File: config.mk
export PLATFORM = sky130hd
export DESIGN_NAME = cdc_hs_tx_flat
export DESIGN_NICKNAME = d
export VERILOG_FILES = /design/src/rtl/cdc_hs_pkg.sv /design/src/rtl/cdc_hs_tx_if.sv /design/src/rtl/cdc_hs_tx_sync.sv /design/src/rtl/cdc_hs_tx.sv /design/src/flat_wrapper.sv
export SDC_FILE = /design/constraint.sdc
export NUM_CORES = 1
export LEC_CHECK = 0
export CORE_ASPECT_RATIO = 1.1
export CORE_MARGIN = 4
export CORE_UTILIZATION = 45
export DETAILED_ROUTE_END_ITERATION = 10
export PLACE_DENSITY = 0.69
export SLEW_MARGIN = 30
export SYNTH_ARGS = -nofsm -noshare
export SYNTH_HDL_FRONTEND = slang
export SYNTH_HIERARCHICAL = 1
export SYNTH_SLANG_ARGS = --single-unit
File: constraint.sdc
create_clock -name interf_clk_i -period 2.1 [get_ports interf_clk_i]
set_input_delay 0.315 -clock interf_clk_i [delete_from_list [all_inputs] [get_ports interf_clk_i]]
set_output_delay 0.315 -clock interf_clk_i [all_outputs]
set_load 0.02 [all_outputs]
File: src/rtl/cdc_hs_pkg.sv
`default_nettype none
// ============================================================================
//  Module      : cdc_hs_pkg
//  Description : Shared types and constants for the 4-phase req/ack CDC
//                handshake transmitter.
//  Revision    : 1.0 - initial release
// ============================================================================
package cdc_hs_pkg;

    // Transmitter handshake phases
    typedef enum logic [1:0] {
        IDLE    = 2'd0,
        REQ     = 2'd1,
        ACK_LOW = 2'd2
    } tx_state_e;

    // Width of the completed-transfer counter
    localparam int XFER_CNT_W = 16;

endpackage : cdc_hs_pkg
`default_nettype wire

File: src/rtl/cdc_hs_tx_if.sv
`default_nettype none
// ============================================================================
//  Module      : clk_rstn_if
//  Description : Clock and asynchronous active-low reset bundle for the
//                transmitter domain.
//  Revision    : 1.0 - initial release
// ============================================================================
interface clk_rstn_if;
    logic clk_i;
    logic rstn_i;

    // Driver side (clock/reset generator)
    modport master (output clk_i, output rstn_i);
    // Consumer side (clocked logic)
    modport slave  (input  clk_i, input  rstn_i);
endinterface : clk_rstn_if
`default_nettype wire

File: src/rtl/cdc_hs_tx_sync.sv
`default_nettype none
// ============================================================================
//  Module      : sync_nff
//  Description : N-stage single-bit synchronizer, reset to 0, used to bring
//                the asynchronous ack into the local clock domain.
//  Revision    : 1.0 - initial release
// ============================================================================
module sync_nff #(
    parameter int N = 2
) (
    clk_rstn_if.slave interf,
    input  logic      d_i,
    output logic      q_o
);

    logic [N-1:0] sync_q;

    // Shift the asynchronous input through the flop chain
    always_ff @(posedge interf.clk_i or negedge interf.rstn_i) begin
        if (!interf.rstn_i) begin
            sync_q <= '0;
        end else begin
            sync_q <= {sync_q[N-2:0], d_i};
        end
    end

    assign q_o = sync_q[N-1];

endmodule : sync_nff
`default_nettype wire

File: src/rtl/cdc_hs_tx.sv
`default_nettype none
// ============================================================================
//  Module      : cdc_hs_tx
//  Description : Source-domain transmitter of a 4-phase req/ack CDC
//                handshake. Accepts a word over valid/ready, holds it on
//                data_ao, raises data_av_o and waits for the synchronised
//                remote ack to rise and then fall.
//  Revision    : 1.0 - initial release
// ============================================================================
module cdc_hs_tx
    import cdc_hs_pkg::*;
#(
    parameter int DATA_W      = 8,
    parameter int SYNC_STAGES = 2,
    parameter int TIMEOUT_CYC = 1024
) (
    clk_rstn_if.slave               interf,
    input  logic [DATA_W-1:0]       data_i,
    input  logic                    valid_i,
    output logic                    ready_o,
    input  logic                    clr_i,
    input  logic                    ack_ai,
    output logic                    data_av_o,
    output logic [DATA_W-1:0]       data_ao,
    output logic                    busy_o,
    output logic                    timeout_o,
    output logic [XFER_CNT_W-1:0]   xfer_cnt_o
);

    // Wide enough to hold TIMEOUT_CYC itself so the counter can saturate there
    localparam int TO_W = (TIMEOUT_CYC > 0) ? $clog2(TIMEOUT_CYC + 1) : 1;
    localparam logic [TO_W-1:0] TO_MAX = TO_W'(TIMEOUT_CYC);

    tx_state_e                 state_q;
    logic [DATA_W-1:0]         data_q;
    logic                      av_q;
    logic                      to_q;
    logic [XFER_CNT_W-1:0]     cnt_q;
    logic [TO_W-1:0]           to_cnt_q;
    logic                      ack_s;

    logic                      waiting_d;
    logic                      to_inc_d;
    logic [TO_W-1:0]           to_cnt_d;
    logic                      to_set_d;

    sync_nff #(.N(SYNC_STAGES)) u_ack_sync (
        .interf (interf),
        .d_i    (ack_ai),
        .q_o    (ack_s)
    );

    // Still waiting on the remote in either wait phase (no transition this edge)
    assign waiting_d = ((state_q == REQ) && !ack_s) || ((state_q == ACK_LOW) && ack_s);
    assign to_inc_d  = waiting_d && (to_cnt_q != TO_MAX);
    assign to_cnt_d  = to_cnt_q + TO_W'(1);
    assign to_set_d  = (TIMEOUT_CYC != 0) && to_inc_d && (to_cnt_d == TO_MAX);

    // Handshake FSM with data hold, timeout tracking and transfer counting
    always_ff @(posedge interf.clk_i or negedge interf.rstn_i) begin
        if (!interf.rstn_i) begin
            state_q  <= IDLE;
            data_q   <= '0;
            av_q     <= 1'b0;
            to_q     <= 1'b0;
            cnt_q    <= '0;
            to_cnt_q <= '0;
        end else begin
            case (state_q)
                IDLE: begin
                    if (valid_i && !ack_s) begin
                        data_q   <= data_i;
                        av_q     <= 1'b1;
                        to_cnt_q <= '0;
                        state_q  <= REQ;
                    end
                end
                REQ: begin
                    if (ack_s) begin
                        av_q     <= 1'b0;
                        to_cnt_q <= '0;
                        state_q  <= ACK_LOW;
                    end else if (to_inc_d) begin
                        to_cnt_q <= to_cnt_d;
                    end
                end
                ACK_LOW: begin
                    if (!ack_s) begin
                        cnt_q    <= cnt_q + XFER_CNT_W'(1);
                        to_cnt_q <= '0;
                        state_q  <= IDLE;
                    end else if (to_inc_d) begin
                        to_cnt_q <= to_cnt_d;
                    end
                end
                default: begin
                    state_q <= IDLE;
                end
            endcase

            // Sticky flag: a set on the same edge as a clear takes priority
            if (to_set_d) begin
                to_q <= 1'b1;
            end else if (clr_i) begin
                to_q <= 1'b0;
            end
        end
    end

    // Refuse new words while the remote still holds ack high
    assign ready_o    = (state_q == IDLE) && !ack_s;
    assign busy_o     = (state_q != IDLE);
    assign data_av_o  = av_q;
    assign data_ao    = data_q;
    assign timeout_o  = to_q;
    assign xfer_cnt_o = cnt_q;

endmodule : cdc_hs_tx
`default_nettype wire
File: src/flat_wrapper.sv
// flat-port wrapper written by rule: the top's interface ports become plain ports
module cdc_hs_tx_flat import cdc_hs_pkg::*;
#(
    parameter int DATA_W      = 8,
    parameter int SYNC_STAGES = 2,
    parameter int TIMEOUT_CYC = 1024
)
  (data_i, valid_i, ready_o, clr_i, ack_ai, data_av_o, data_ao, busy_o, timeout_o, xfer_cnt_o, interf_clk_i, interf_rstn_i);
  clk_rstn_if interf_i ();
  input  logic [DATA_W-1:0] data_i;
  input  logic valid_i;
  output logic ready_o;
  input  logic clr_i;
  input  logic ack_ai;
  output logic data_av_o;
  output logic [DATA_W-1:0] data_ao;
  output logic busy_o;
  output logic timeout_o;
  output logic [XFER_CNT_W-1:0] xfer_cnt_o;
  input wire logic [$bits(interf_i.clk_i)-1:0] interf_clk_i;
  input wire logic [$bits(interf_i.rstn_i)-1:0] interf_rstn_i;
  assign interf_i.clk_i = interf_clk_i;
  assign interf_i.rstn_i = interf_rstn_i;
  cdc_hs_tx #(.DATA_W(DATA_W), .SYNC_STAGES(SYNC_STAGES), .TIMEOUT_CYC(TIMEOUT_CYC)) u_core (.interf(interf_i), .data_i(data_i), .valid_i(valid_i), .ready_o(ready_o), .clr_i(clr_i), .ack_ai(ack_ai), .data_av_o(data_av_o), .data_ao(data_ao), .busy_o(busy_o), .timeout_o(timeout_o), .xfer_cnt_o(xfer_cnt_o));
endmodule
==> metrics.yaml, run 1 <==
detailed_routing:
  initialDrtViolationCount: 130
  drc_errors: 0
  drt_first_pass_iters: 4
  ant_nets: 0
  via_per_inst: 5.576
  wl_mm: 4.750
  vias: 1868
  wl_per_cell_um: 14.18
clocking:
  cts_made_buffers: 5
  clockRootBuffer: "clkbuf_8"
  cts_tree: "yes"
  cts_htree_levels: 2
  clkLatencyLatePin_ps: 290
  cts_sinks: 41
  post_cts_buffers: 0
  clk_pin_slew_ps: 80
  cts_hold_buf: 0
  clk_path_buf_depth: 2
worst_setup_path:
  arrival_ps: 2150
  cp_max_fo: 19
  startpoint_type: "flop"
  endpoint_kind: "flop"
  r2r-start: "u_core/state_q[1]"
  critPathLaunch: "u_core/state_q[1]"
  required_ps: 2310
  worstSetupPathType: "reg -> reg"
logic_synthesis:
  muxShareOfSynthArea: 0.02860
  ys_seq_elements: 41
  synthDistinctLibCells: 42
  yosys.area_share.simple: 0.2412
  synth_ff_type: "dfrtp_1"
  synth_cells: 234
  synthAdderAreaFrac: 0.04487
  syn-num-nets: 255
  syn_avg_cell_area_um2: 9.534
  yosysSeqAreaShare: 0.4599
  synthArstFlopShare: 1.000
  synth-edff-count: 0
  synth-compound-area-share: 0.1189
  synth_top_family_by_area: "simple AND/OR/NAND/NOR gates"
  syn_area_um2: 2231
  synthXorXnorAreaFrac: 0.06282
  ys_warn_count: 6
timing:
  max_slew_margin: 0.6603
  fin_skew_ps: 5.059
  min_period_ps: 1941
  hold_viol: 0
  rsz0062_at_grt: "no"
  timing.final.ws_setup_ps: 159.2
  finalCritPeriodShare: 0.9242
  max_freq_ghz: 0.5152
  worst_slew_pin_slew_ps: 509.6
  maxSlewViolCount: 0
  tns_ps: 0
  setup_violations: 0
global_routing:
  grt_pass1_wl_mm: 8.252
  grtUsageTotal: 0.1741
  grt_max_degree: 42
  grt_pass1_vias: 1838
  antenna_found_initial: 0
  gr-total-overflow: 0
cells_and_area:
  utilization: 0.5960
  final_cells: 335
  final_common_cell: "dfrtp_1"
  layout_common_cells: "41 x dfrtp_1, 40 x nand2_1, 37 x clkdlybuf4s50_1, 13 x a21oi_1, 11 x inv_1"
  nets: 300
  n_antenna_cell: 0
  syn2layout_area_growth_pct: 26.02
  drive_gt1_frac: 0.09319
status:
  status: "finished clean"
floorplanning:
  die-width_um: 75.14
  core_um2: 4717
  start_util: 0.4729
  rows: 26
  dieArea_um2: 6149
  dieHeight_um: 81.85
  ios: 41
power_and_ir_drop:
  p_leak_nw: 1.238
  p_per_area_nw_per_um2: 983.0
  max-vdd-ir-drop_v: 0.0006547
job:
  drv_cap: 0
placed_design:
  hpwl_mm: 3.352
  place.gp.congestion: 0.8306
  place_inst: 328
  pre_cts_slack_ps: 92.71
  port_buffers: 40
worst_hold_path:
  min-delay-path-class: "in -> async"
-- worst paths after layout --
| path | to | slack (ps) | cells after the start |
|---|---|---|---|
| worst max-delay path | u_core/to_cnt_q[8] | 160 | 6 |
| worst min-delay path | u_core/xfer_cnt_o[7] | 70 | 2 |
| worst max register to register | u_core/to_cnt_q[8] | 160 | 6 |
| worst min register to register | u_core/u_ack_sync/sync_q[1] | 350 | 0 |
| max in group asynchronous | u_core/to_cnt_q[1] | 1670 | 2 |
| min in group interf_clk_i | u_core/u_ack_sync/sync_q[1] | 350 | 0 |
-- cell families (layout without fill, tap and decap cells) --
group | after synthesis | count (layout)
flops | 41 | 41
mux | 6 | 6
buf+inv | 23 | 68
simple gates | 100 | 100
compound gates | 40 | 40
xor+xnor | 16 | 16
fa+ha+maj | 8 | 8
-- synthesized netlist by cell type, types with 4 or more instances --
cell type | instances | area (µm²)
xor2_1 | 6 | 52.55
buf_2 | 9 | 45.04
xnor2_1 | 10 | 87.58
o31ai_1 | 7 | 52.55
ha_1 | 8 | 100.1
and3_1 | 4 | 25.02
or4_1 | 6 | 45.04
nor4_1 | 7 | 43.79
nor2_1 | 6 | 22.52
nand3_1 | 6 | 30.03
o21ai_0 | 5 | 25.02
nand2_1 | 40 | 150.1
and4_1 | 4 | 35.03
dfrtp_1 | 41 | 1026
nand4_1 | 7 | 43.79
a21oi_1 | 13 | 65.06
inv_1 | 11 | 41.29
nor3_1 | 5 | 25.02
-- layout make-up --
cell class / count / area, µm²
Clock buffer: 6 / 72.57
Sequential cell: 41 / 1026
Timing Repair Buffer: 50 / 471.7
Clock inverter: 1 / 8.758
Tap cell: 56 / 70.07
Multi-Input combinational cell: 170 / 1121
Inverter: 11 / 41.29
Fill cell: 401 / 1906
-- critical path, cell delays in order, from the launching register on --
cell and delay (ps):
dfrtp_1 400, inv_1 100, ha_1 240, mux2i_1 120
a41o_4 330, or4_1 520, a21oi_1 160
-- where the power goes --
part | switching [mW] | internal, mW
Clock | 0.255 | 0.230
Combinational | 0.654 | 0.527
Sequential | 0.153 | 0.944
-- sequential cells by signal (all words and copies together), names as in the netlist --
signal	flops
u_core/xfer_cnt_o	16
u_core/to_cnt_q	11
u_core/data_ao	8
u_core/state_q	2
u_core/u_ack_sync/sync_q	2
u_core/data_av_o	1
u_core/timeout_o	1
-- timing repair --
action | CTS | global route
gates cloned | 0 | 0
setup endpoints to repair | 2 | 11
resized for setup | 2 | 3
-- per-stage QoR --
stage / power (mW) / instance area (µm²) / hold slack, ps
2_1_floorplan: 1.785 / 2231 / 19.41
3_3_place_gp: 2.262 / 2715 / 334.6
3_5_place_dp: 2.274 / 2715 / 334.7
4_1_cts: 2.779 / 2798 / 96.49
5_1_grt: 2.983 / 2811 / 115.9
6_report: 2.764 / 2811 / 70.57
-- metal layers --
metal | vias up | part of all wire | global-route usage | routed length (µm)
li1 | 926 | - | - | -
met1 | 883 | 0.46 | 0.2302 | 2196
met2 | 53 | 0.47 | 0.2718 | 2244
met3 | 6 | 0.051 | 0.04774 | 240
met4 | 0 | 0.015 | 0.06469 | 69
met5 | - | 0 | 0 | 0
Note: power is estimated with default switching activity, not from simulation.
==> inputs of run 2 (changes only) <==
- CORE_MARGIN: 4 -> 8
==> run 2 against run 1 <==
- worst hold slack got worse by 0.60 ps
- combinational power increased by 6%
- clock skew increased by 0.76 ps
- critical path type unchanged
- fmax decreased by 0.20%
- utilization decreased by 0.75 points
- power increased by 9.1%
- global-route usage decreased by 3.5 points
- register-to-register slack about the same
- sequential share of layout area decreased by 0.90 points
- clock power increased by 34%
==> metrics.yaml, run 2 (same netlist as run 1, synthesis figures left out) <==
power_and_ir_drop:
  p_per_area_nw_per_um2: 1046
  p_leak_nw: 1.269
  max-vdd-ir-drop_v: 0.0007600
  p_total_mw: 3.015
timing:
  rsz0062_at_grt: "no"
  timing.final.ws_setup_ps: 155.2
  fin_skew_ps: 5.821
  setup_violations: 0
  max_slew_margin: 0.6640
  whs_ps: 69.97
  tns_ps: 0
  worst_slew_pin_slew_ps: 504.0
  maxSlewViolCount: 0
  max_freq_ghz: 0.5142
  finalCritPeriodShare: 0.9261
  min_period_ps: 1945
  hold_viol: 0
detailed_routing:
  wl_per_cell_um: 15.04
  drc_errors: 0
  ant_nets: 0
  drt_first_pass_iters: 6
  vias: 1888
  via_per_inst: 5.537
  initialDrtViolationCount: 105
  wl_mm: 5.129
cells_and_area:
  drive_gt1_frac: 0.1095
  syn2layout_area_growth_pct: 29.22
  n_antenna_cell: 0
  nets: 303
  largest_reg_flops: 16
  final_common_cell: "dfrtp_1"
  layout_common_cells: "41 x dfrtp_1, 40 x nand2_1, 37 x clkdlybuf4s50_1, 13 x a21oi_1"
clocking:
  clk_pin_slew_ps: 80
  cts_hold_buf: 0
  cts_htree_levels: 2
  cts_made_buffers: 5
  cts_tree: "yes"
  clk_path_buf_depth: 2
  cts_sinks: 41
  clockRootBuffer: "clkbuf_8"
  clkLatencyLatePin_ps: 290
placed_design:
  pre_cts_slack_ps: 84.86
  port_buffers: 40
  hpwl_mm: 3.535
  place.gp.congestion: 0.7610
worst_setup_path:
  required_ps: 2320
  endpoint_kind: "flop"
  startpoint_type: "flop"
  arrival_ps: 2170
  worstSetupPathType: "reg -> reg"
  cp_max_fo: 9
floorplanning:
  die-width_um: 83.14
  rows: 27
  dieArea_um2: 7469
  core_um2: 4898
  start_util: 0.4554
  ios: 41
  dieHeight_um: 89.85
global_routing:
  gr-total-overflow: 0
  grt_pass1_wl_mm: 8.970
  grt_max_degree: 42
  antenna_found_initial: 0
  grt_pass1_vias: 1922
  grtUsageTotal: 0.1393
worst_hold_path:
  min-delay-path-class: "in -> async"
job:
  drv_cap: 0
status:
  status: "finished clean"
==> run 2: cell count changes in the layout (fill, tap and decap cells not counted), sizes merged <==
cell      previous run  this run
a41o                 1         2
bufinv               0         1
clkinvlp             0         1
buf                 11        13
clkinv               1         0
==> run 2: metrics by stage <==
step                utilization  instances  instance area, µm²
floorplan                     -        234                2231
global placement         0.5589        331                2738
detailed placement       0.5589        331                2738
CTS                      0.5837        339                2859
global route             0.5885        341                2883
finish                   0.5885        341                2883
==> run 2: path summary, 6_finish.rpt <==
check,startpoint,to,slack [ps],cells after the start
min in group interf_clk_i,u_core/u_ack_sync/sync_q[0],u_core/u_ack_sync/sync_q[1],350,0
worst min register to register,u_core/u_ack_sync/sync_q[0],u_core/u_ack_sync/sync_q[1],350,0
worst max-delay path,u_core/state_q[1],u_core/to_cnt_q[9],160,6
worst min-delay path,interf_rstn_i,u_core/timeout_o,70,2
max in group asynchronous,interf_rstn_i,u_core/to_cnt_q[6],1680,2
worst max register to register,u_core/state_q[1],u_core/to_cnt_q[9],160,6
==> run 2: area by class of cell <==
cell class	count	area, µm²
clock buffer	6	82.58
tap	58	72.57
clock inverter	2	37.54
fill	431	2016
timing repair buffer	52	499.2
multi-input combinational	171	1124
sequential	41	1026
inverter	11	41.29
==> run 2: report_power, final <==
group | switching [mW] | leakage, nW | internal (mW) | total (mW)
logic | 0.686 | 0.669 | 0.567 | 1.25
clock network | 0.266 | 0.0574 | 0.386 | 0.652
registers | 0.165 | 0.542 | 0.944 | 1.11
==> run 2: critical path, stage by stage, from the launching register on <==
cell and delay, ps:
dfrtp_1 400, inv_1 120, ha_1 240, mux2i_1 130, a41o_1 340, or4_4 520
a21oi_2 140
==> run 2: metal layers <==
layer | track usage | part of all wire
met5 | 0 | 0
met4 | 0.04252 | 0.0082
met3 | 0.04332 | 0.055
met2 | 0.2206 | 0.47
met1 | 0.1757 | 0.46
==> run 2: what timing repair did <==
action	CTS	global route
setup buffers	0	1
resized for setup	2	3
cloned	0	1
endpoints found under the setup margin	2	11
